**config.mk**
```make
export PLATFORM = sky130hd
export DESIGN_NAME = gfx_cmd_scheduler
export DESIGN_NICKNAME = d
export VERILOG_FILES = /design/src/rtl/gfx_pkg.sv /design/src/rtl/gfx_cmd_fifo.sv /design/src/rtl/gfx_cmd_scheduler.sv
export SDC_FILE = /design/constraint.sdc
export NUM_CORES = 1
export LEC_CHECK = 0
export ABC_AREA = 0
export CORE_MARGIN = 4
export CORE_UTILIZATION = 49
export DETAILED_ROUTE_END_ITERATION = 7
export PLACE_DENSITY = 0.76
export SLEW_MARGIN = 15
export SYNTH_ARGS = -nofsm -noshare
export SYNTH_HDL_FRONTEND = slang
export SYNTH_SLANG_ARGS = --single-unit
```
**constraint.sdc**
```tcl
create_clock -name clk -period 5.7 [get_ports clk]
set_input_delay 1.425 -clock clk [delete_from_list [all_inputs] [get_ports clk]]
set_output_delay 1.425 -clock clk [all_outputs]
set_load 0.02 [all_outputs]
```
**src/rtl/gfx_pkg.sv**
```systemverilog
// Shared definitions for the rectangle command front-end: command layout,
// screen defaults, opcodes and the issue FSM encoding.
package gfx_pkg;

  localparam int CMD_W    = 51;
  localparam int OP_BIT   = 50;
  localparam int TLX_LSB  = 40;
  localparam int TLX_W    = 10;
  localparam int TLY_LSB  = 31;
  localparam int TLY_W    = 9;
  localparam int BRX_LSB  = 21;
  localparam int BRX_W    = 10;
  localparam int BRY_LSB  = 12;
  localparam int BRY_W    = 9;
  localparam int ARG_LSB  = 0;
  localparam int ARG_W    = 12;

  localparam int SCREEN_W = 640;
  localparam int SCREEN_H = 480;

  localparam logic OP_FILL = 1'b0;
  localparam logic OP_DRAW = 1'b1;

  typedef enum logic [1:0] {
    ST_IDLE = 2'd0,
    ST_RUN  = 2'd1,
    ST_GAP  = 2'd2
  } issue_state_t;

  // Field order mirrors the 51-bit command word, MSB first.
  typedef struct packed {
    logic             opcode;
    logic [TLX_W-1:0] tl_x;
    logic [TLY_W-1:0] tl_y;
    logic [BRX_W-1:0] br_x;
    logic [BRY_W-1:0] br_y;
    logic [ARG_W-1:0] arg;
  } gfx_cmd_t;

  function automatic logic cmd_in_bounds(input gfx_cmd_t c, input int w, input int h);
    return (c.tl_x <= c.br_x) && (c.tl_y <= c.br_y) &&
           (int'(c.br_x) < w) && (int'(c.br_y) < h);
  endfunction

endpackage

```
**src/rtl/gfx_cmd_fifo.sv**
```systemverilog
// Synchronous command FIFO; DEPTH must be a power of two so the pointers
// wrap naturally. Head word is visible combinationally for a same-cycle pop.
module gfx_cmd_fifo
  import gfx_pkg::*;
#(
  parameter int DEPTH = 4,
  localparam int AW   = $clog2(DEPTH)
) (
  input  logic             clk,
  input  logic             rst,
  input  logic             push,
  input  logic [CMD_W-1:0] din,
  input  logic             pop,
  output logic [CMD_W-1:0] dout,
  output logic             full,
  output logic             empty,
  output logic [AW:0]      count
);

  logic [CMD_W-1:0] r_mem [DEPTH];
  logic [AW-1:0]    r_wr_ptr;
  logic [AW-1:0]    r_rd_ptr;
  logic [AW:0]      r_count;
  logic             w_push;
  logic             w_pop;

  assign full   = (r_count == (AW+1)'(DEPTH));
  assign empty  = (r_count == '0);
  assign count  = r_count;
  assign dout   = r_mem[r_rd_ptr];
  assign w_push = push && !full;
  assign w_pop  = pop && !empty;

  always_ff @(posedge clk) begin
    if (rst) begin
      r_wr_ptr <= '0;
      r_rd_ptr <= '0;
      r_count  <= '0;
    end else begin
      if (w_push) r_wr_ptr <= r_wr_ptr + 1'b1;
      if (w_pop)  r_rd_ptr <= r_rd_ptr + 1'b1;
      case ({w_push, w_pop})
        2'b10:   r_count <= r_count + 1'b1;
        2'b01:   r_count <= r_count - 1'b1;
        default: r_count <= r_count;
      endcase
    end
  end

  // Storage carries no reset; only the pointers define what is valid.
  always_ff @(posedge clk) begin
    if (w_push) r_mem[r_wr_ptr] <= din;
  end

endmodule

```
**src/rtl/gfx_cmd_scheduler.sv**
```systemverilog
// Two-requester rectangle command front-end: round-robin accept, bounds
// validation, FIFO buffering and en/finish issue to the graphics processor.
module gfx_cmd_scheduler
  import gfx_pkg::*;
#(
  parameter int WIDTH  = SCREEN_W,
  parameter int HEIGHT = SCREEN_H,
  parameter int DEPTH  = 4
) (
  input  logic             clk,
  input  logic             rst,
  input  logic             s0_valid,
  output logic             s0_ready,
  input  logic [CMD_W-1:0] s0_cmd,
  input  logic             s1_valid,
  output logic             s1_ready,
  input  logic [CMD_W-1:0] s1_cmd,
  input  logic             hold,
  output logic             gp_en,
  output logic             gp_opcode,
  output logic [9:0]       gp_tl_x,
  output logic [8:0]       gp_tl_y,
  output logic [9:0]       gp_br_x,
  output logic [8:0]       gp_br_y,
  output logic [11:0]      gp_arg,
  input  logic             gp_finish,
  output logic             busy,
  output logic             err_drop,
  output logic [7:0]       drop_count
);

  localparam int AW = $clog2(DEPTH);

  issue_state_t r_state;
  gfx_cmd_t     r_gp_cmd;
  logic         r_gp_en;
  logic         r_busy;
  logic         r_last_grant;
  logic         r_err_drop;
  logic [7:0]   r_drop_count;

  logic         w_grant0;
  logic         w_grant1;
  logic         w_accept;
  gfx_cmd_t     w_cmd;
  logic         w_cmd_ok;
  logic         w_push;
  logic         w_drop;
  logic         w_launch;
  logic         w_run_next;
  logic         w_full;
  logic         w_empty;
  logic [AW:0]  w_count;
  logic [AW:0]  w_count_next;
  logic [CMD_W-1:0] w_head;

  // r_last_grant = 1 means requester 1 was served last, so requester 0 wins a tie.
  assign w_grant0 = s0_valid && (!s1_valid || r_last_grant);
  assign w_grant1 = s1_valid && (!s0_valid || !r_last_grant);
  assign s0_ready = !w_full && w_grant0;
  assign s1_ready = !w_full && w_grant1;

  assign w_accept = s0_ready || s1_ready;
  assign w_cmd    = gfx_cmd_t'(s1_ready ? s1_cmd : s0_cmd);
  assign w_cmd_ok = cmd_in_bounds(w_cmd, WIDTH, HEIGHT);
  assign w_push   = w_accept && w_cmd_ok;
  assign w_drop   = w_accept && !w_cmd_ok;

  assign w_launch     = ((r_state == ST_IDLE) || (r_state == ST_GAP)) && !w_empty && !hold;
  assign w_run_next   = w_launch || ((r_state == ST_RUN) && !gp_finish);
  assign w_count_next = w_count + (AW+1)'(w_push) - (AW+1)'(w_launch);

  gfx_cmd_fifo #(
    .DEPTH (DEPTH)
  ) u_fifo (
    .clk   (clk),
    .rst   (rst),
    .push  (w_push),
    .din   (w_cmd),
    .pop   (w_launch),
    .dout  (w_head),
    .full  (w_full),
    .empty (w_empty),
    .count (w_count)
  );

  always_ff @(posedge clk) begin
    if (rst) begin
      r_state  <= ST_IDLE;
      r_gp_en  <= 1'b0;
      r_gp_cmd <= '0;
      r_busy   <= 1'b0;
    end else begin
      r_busy <= (w_count_next != '0) || w_run_next;
      case (r_state)
        ST_IDLE, ST_GAP: begin
          if (w_launch) begin
            r_gp_cmd <= gfx_cmd_t'(w_head);
            r_gp_en  <= 1'b1;
            r_state  <= ST_RUN;
          end else begin
            r_state  <= ST_IDLE;
          end
        end
        ST_RUN: begin
          if (gp_finish) begin
            r_gp_en <= 1'b0;
            r_state <= ST_GAP;
          end
        end
        default: begin
          r_gp_en <= 1'b0;
          r_state <= ST_IDLE;
        end
      endcase
    end
  end

  always_ff @(posedge clk) begin
    if (rst) begin
      r_last_grant <= 1'b1;
      r_err_drop   <= 1'b0;
      r_drop_count <= '0;
    end else begin
      if (w_accept) r_last_grant <= s1_ready;
      if (w_drop) begin
        r_err_drop <= 1'b1;
        if (r_drop_count != 8'hFF) r_drop_count <= r_drop_count + 8'd1;
      end
    end
  end

  assign gp_en      = r_gp_en;
  assign gp_opcode  = r_gp_cmd.opcode;
  assign gp_tl_x    = r_gp_cmd.tl_x;
  assign gp_tl_y    = r_gp_cmd.tl_y;
  assign gp_br_x    = r_gp_cmd.br_x;
  assign gp_br_y    = r_gp_cmd.br_y;
  assign gp_arg     = r_gp_cmd.arg;
  assign busy       = r_busy;
  assign err_drop   = r_err_drop;
  assign drop_count = r_drop_count;

endmodule

```
* After elaboration in Yosys (flattened, before gate mapping)
Memories as Yosys holds them, arrays and structs flattened. A register that Yosys moved wholly into a read port is not among the register bits.
Index checks and enable logic that the tools add are counted.
** Storage, ports and cells
- Register bits :: 21
- Memory bits (writable) :: 204
- Input port bits :: 108
- Word-level logic and storage cells :: 75
- Memories :: 1
** Cells by class
- Add/sub/neg operators :: 7
- Magnitude comparators :: 4
- Eq/ne operators :: 8
- Muxes and demuxes :: 10
- Reduce and logical (&&, ||, !) cells :: 36
** Memories
- u_fifo.r_mem :: words 4, bits a word 51, read ports 1, clocked after Yosys merged registers in 1, write ports 1, line gfx_cmd_fifo.sv:20 : logic [CMD_W-1:0] r_mem [DEPTH];
** Operator list (number)
- $mux 51 :: 1
- $logic_and 1x1->1 :: 14
- $le 10x10->1 :: 1
- $lt 10x10->1 const B :: 1
- $le 9x9->1 :: 1
- $lt 9x9->1 const B :: 1
- $add 8x1->8 const B :: 1
- $logic_not 1->1 :: 8
- $ne 8x8->1 const B :: 1
- $logic_or 1x1->1 :: 6
- $pmux 3 s2 :: 1
- $reduce_and 2->1 :: 3
- $mux 1 :: 5
- $add 2x1->2 const B :: 2
- $eq 2x1->1 const B :: 2
- $eq 2x2->1 const B :: 2
- $pmux 2 s2 :: 1
- $add 3x1->3 :: 1
- $add 3x1->3 const B :: 1
- $eq 3x3->1 const B :: 1
- $logic_not 3->1 :: 1
- $reduce_bool 3->1 :: 1
- $sub 3x1->3 :: 1
- $sub 3x1->3 const B :: 1
- 7 further kinds :: 7

* Longest topological paths before layout
- Depth in word-level cells :: 14
- Mapped depth :: 22
- Depth with buffers taken out :: 21

* Modules after synthesis
Synthesis repeated with hierarchy kept, for this count alone.
** Unflattened totals
- Cell total of the unflattened synthesis :: 844
- Area, all modules :: 11523.6 um2
** Modules (own cells, without submodules)
- gfx_cmd_fifo :: instances 1, cells an instance 321, area an instance 7906.3 um2, sequential area each 6306.0 um2
- gfx_cmd_scheduler :: instances 1, cells an instance 523, area an instance 3617.2 um2, sequential area each 1301.2 um2

* Worst setup path before layout
No wires, ideal clock.
- Path kind :: input -> register
- Start :: input port s0_valid
- End :: memory u_fifo.r_mem[0][0] (enable)
- Library setup time :: 414 ps
- Arrival time :: 5263 ps
- Slack :: 23 ps
- Stages :: 14
- Path buffers :: 3
- Cells stage by stage :: nand2_1 nand3_4 inv_2 clkbuf_1 buf_1 nand2_1 nand2_1 ha_1 nand4_1 or3_1 a221oi_2 o211a_2 buf_2 and3_1
** Between the ends
- Cells in the longest elaborated chain, start to end :: 13
** RTL lines
- start: declaration :: line gfx_cmd_scheduler.sv:12 : input logic s0_valid,
- $logic_not 1->1 :: line gfx_cmd_scheduler.sv:59 : assign w_grant1 = s1_valid && (!s0_valid || !r_last_grant);
- $logic_or 1x1->1 :: line gfx_cmd_scheduler.sv:59
- $logic_and 1x1->1 :: line gfx_cmd_scheduler.sv:59
- $logic_and 1x1->1 :: line gfx_cmd_scheduler.sv:61 : assign s1_ready = !w_full && w_grant1;
- via s1_ready :: line gfx_cmd_scheduler.sv:16 : output logic s1_ready,
- $mux 51 :: line gfx_cmd_scheduler.sv:64 : assign w_cmd = gfx_cmd_t'(s1_ready ? s1_cmd : s0_cmd);
- via u_fifo.din[39] :: line gfx_cmd_fifo.sv:12 : input logic [CMD_W-1:0] din,
- $le 9x9->1 :: line gfx_pkg.sv:41 : return (c.tl_x <= c.br_x) && (c.tl_y <= c.br_y) &&
- $logic_and 1x1->1 (2 in a row) :: line gfx_pkg.sv:41
- $logic_and 1x1->1 :: line gfx_pkg.sv:42 : (int'(c.br_x) < w) && (int'(c.br_y) < h);
- $logic_and 1x1->1 :: line gfx_cmd_scheduler.sv:66 : assign w_push = w_accept && w_cmd_ok;
- $logic_and 1x1->1 :: line gfx_cmd_fifo.sv:31 : assign w_push = push && !full;
- $mux 1 :: line gfx_cmd_fifo.sv:52 : if (w_push) r_mem[r_wr_ptr] <= din;
- $mux 1 (implied by the code) :: line gfx_cmd_fifo.sv:52
- end: declaration :: line gfx_cmd_fifo.sv:20
The timed path passes the listed nets, and every way through them passes these cells.

* Final worst setup path
- Start :: input port s0_valid
- End :: register r_busy (netlist: busy)
** Between the ends
- Cells in the longest elaborated chain, start to end :: 14
** RTL lines
- $logic_not 1->1 :: line gfx_cmd_scheduler.sv:59
- $logic_or 1x1->1 :: line gfx_cmd_scheduler.sv:59
- $logic_and 1x1->1 :: line gfx_cmd_scheduler.sv:59
- $logic_and 1x1->1 :: line gfx_cmd_scheduler.sv:61
- $mux 51 :: line gfx_cmd_scheduler.sv:64
- $le 10x10->1 / $le 9x9->1 (equally long branches) :: line gfx_pkg.sv:41
- $logic_and 1x1->1 (2 in a row) :: line gfx_pkg.sv:41
- $logic_and 1x1->1 :: line gfx_pkg.sv:42
- $logic_and 1x1->1 * :: line gfx_cmd_scheduler.sv:66
- $add 3x1->3 * :: line gfx_cmd_scheduler.sv:71 : assign w_count_next = w_count + (AW+1)'(w_push) - (AW+1)'(w_launch);
- $sub 3x1->3 * :: line gfx_cmd_scheduler.sv:71
- $reduce_bool 3->1 * :: line gfx_cmd_scheduler.sv:94 : r_busy <= (w_count_next != '0) || w_run_next;
- $logic_or 1x1->1 * :: line gfx_cmd_scheduler.sv:94
- end signal: assignment :: line gfx_cmd_scheduler.sv:94
- end: declaration :: line gfx_cmd_scheduler.sv:37 : logic r_busy;
Every way passes the cells marked *; elsewhere a longest branch is shown, timed or not.
A chain may end at the register's enable or synchronous reset.

==> impl_metrics.tcl <==
set metrics [dict create \
    run_status "finished clean" \
    start_util 0.500 \
    cts_tree "built" \
    rows 55 \
    required_ns 6.09 \
    grt_pass1_wl_mm 40.4 \
    routed-via-count 7165 \
    fin_crit_sh 0.932 \
    clkLatencyLatePin_ns 0.51 \
    fin_setup_tns_ns 0 \
    grt-ovfl-total 0 \
    first_global_vias 7434 \
    p_per_area_nw_per_um2 384 \
    ys_ff_latch 276 \
    antenna_cells 0 \
    syn_avg_cell_area_um2 13.7 \
    worstSetupEndpointType "register" \
    fillers 1680 \
    synth_top_area_frac 0.540 \
    synth-compound-area-share 0.0419 \
    min_path_type "reg2reg" \
    p_leak_uw 0.00516 \
    cts.clk_slew.worst_paths_ns 0.06 \
    synth_area_leaders "edfxtp_1 54%, dfxtp_1 13%, mux4_2 10%" \
    cp_max_fo 40 \
    syn-instance-count 830 \
    first_pass_iters 5 \
    avgViaCountPerCell 5.41 \
    hold_viol 0 \
    htree_levels 1 \
    die_h_um 160 \
    setup_viol 0 \
    cts-buffers-inserted 27 \
    drive_gt1_frac 0.133 \
    cp.arrival_ns 5.70 \
    fin_util 0.637 \
    clock_path_buffers 3 \
    post_drt_wl_per_cell_um 19.1 \
    area_delta_synth_final_pct 27.5 \
    drt_iter0_markers 606 \
    worst_slew_pin_slew_ns 0.956 \
    ant_nets 0 \
    clock-root-buffer "clkbuf_16" \
    synth-adder-area-share 0.0333 \
    routed_wl_mm 25.2 \
    ys_seq_area_frac 0.667 \
    synth_enable_flop_cells 204 \
    cap_violations 0 \
    antenna_found_initial 0 \
    layout_min_cycle_time_ns 5.31 \
    async_reset_ff_frac 0 \
    synth_cell_types 46 \
    startpoint_type "primary input" \
    core_area_um2 22700 \
    drc 0 \
    io_pins 172 \
    ir_worst_vdd_uv 202 \
    synth_ff_type "edfxtp_1" \
    ys_warn_count 0 \
    yosys.area.top_type "edfxtp_1" \
    numPortBuffers 171 \
    yosys.area_share.simple 0.105 \
    gp_congestion 0.830 \
    synth_mux_area_frac 0.120 \
    timing.final.max_slew_violations 0 \
    grt_max_degree 56 \
    synth_nets 967 \
    max_freq_mhz 188 \
    rsz0062_at_grt "no" \
    relSlewSlack 0.363 \
    dp_hpwl_mm 16.7 \
    synth-xor-area-share 0.00463 \
    synthesis.area_um2 11300 \
    synth_top_family_by_area "multiplexers" \
    dieArea_um2 25700 \
    die_w_um 160 \
    grt_use_total 0.197 \
    clock-sinks 276 \
    num-nets-final 1156 \
    finClkSkew_ns 0.0107 \
    criticalPathCategory "in2reg" \
]
cells in the final DEF (no fill, tap or decap), types with 4 or more instances in the layout:
master / instances
xor2_1: 4
nor2b_1: 4
nor2_1: 17
clkbuf_8: 4
nand2b_1: 4
mux4_2: 51
a21oi_1: 61
clkbuf_1: 7
nand2_1: 222
o21ai_0: 8
nand3_1: 4
and3_2: 4
inv_1: 35
nor3_1: 4
clkdlybuf4s50_1: 170
mux2_1: 5
buf_4: 23
ha_1: 27
edfxtp_1: 204
clkbuf_16: 27
nand4_1: 9
clkinv_2: 5
dfxtp_1: 70
buf_12: 9
mux2i_1: 16
synthesized netlist by cell type (2+ instances only):
cell	number
nand4_1	9
nand2_1	222
mux2i_1	16
o21ai_0	8
clkbuf_1	24
and3_1	5
nor3b_1	2
xnor2_1	2
nor3_1	4
nand2b_1	4
xor2_1	4
fa_1	2
a21oi_1	61
nor2b_1	4
edfxtp_1	204
or3_1	3
ha_1	27
buf_2	9
dfxtp_1	72
buf_1	10
nor2_1	17
inv_1	36
o31ai_1	3
mux4_2	51
a211oi_1	3
nand3_1	4
mux2_1	5
critical path: stages:
cell and delay (ns):
clkdlybuf4s50_1 0.48, nand2_1 0.12, nand3_4 0.13, buf_12 0.23
mux2i_1 0.32, ha_1 0.31, a21oi_1 0.12, o21ai_0 0.12
a2111oi_1 0.48, buf_4 0.19, o211a_2 0.19, and2_1 0.15
inv_1 0.05, ha_1 0.26, inv_1 0.04, ha_1 0.18
fa_1 0.37, xor2_1 0.16, xnor2_1 0.12, nor3_1 0.14
a21oi_1 0.09
kinds of logic after synthesis:
logic type | count (synthesis)
XOR/XNOR | 6
flip-flops | 276
adder cells (fa/ha/maj) | 29
AND/OR/NAND/NOR | 284
multiplexers | 72
AO/OA/AOI/OAI | 83
buffers and inverters | 80
sequential cells by signal (all words and copies together), names as in the netlist, 3 cells and up:
register and cells:
gp_br_x 10, gp_tl_x 10, gp_br_y 9, u_fifo.count 3, gp_arg 12, drop_count 8
u_fifo.r_mem 204, gp_tl_y 9
final timing paths:
path                                 from                      end  slack [ns]  cells after the start
max reg2reg  u_fifo.count[2]$_SDFFE_PP0P_          busy$_SDFF_PP0_        1.05                     20
max                              s0_valid          busy$_SDFF_PP0_        0.39                     21
min reg2reg       r_state[1]$_SDFFE_PP0P_  r_state[1]$_SDFFE_PP0P_        0.45                      1
min               r_state[1]$_SDFFE_PP0P_  r_state[1]$_SDFFE_PP0P_        0.45                      1
stage by stage:
step                      cell area (um^2)  hold WS (ns)  total power (uW)  instances  setup slack (ns)
after floorplan                      11300         0.416              3350        830            0.0227
after global placement               13600         0.431              3870       1275            -0.162
after detailed placement             13600         0.437              3890       1275            -0.187
after CTS                            14500         0.442              5600       1324             0.349
after global routing                 14500         0.470              5830       1324            0.0299
final                                14500         0.446              5550       1324             0.389
routing by layer:
layer / part of all wire / track usage / vias to the layer above / wire (um)
li1: - / - / 3390 / -
met5: 0 / 0 / - / 0
met1: 0.43 / 0.271 / 3510 / 10700
met2: 0.49 / 0.331 / 236 / 12400
met3: 0.067 / 0.0369 / 29 / 1700
met4: 0.016 / 0.0415 / 0 / 406
final cells by class:
class,instances,area [um^2],share of cell area
multi-input cells,474,3470,0.240
clock buffers,38,757,0.0523
well taps,285,357,0.0247
flip-flops and latches,276,7570,0.524
repair buffers,203,2060,0.142
clock inverters,11,105,0.00727
inverters,37,139,0.00960
report_power, final:
part	switching [uW]	internal, uW	leakage [uW]
sequential	99.2	2380	0.00244
combinational	732	626	0.00229
clock	699	1010	0.000426
timing repair:
item | in CTS | in global routing
hold buffers | 0 | 0
buffers inserted | 0 | 0
endpoints found under the hold margin | 0 | 0
setup endpoints to repair | 0 | 1
resized for setup | 0 | 1
Power figures use the tool's default switching activity.
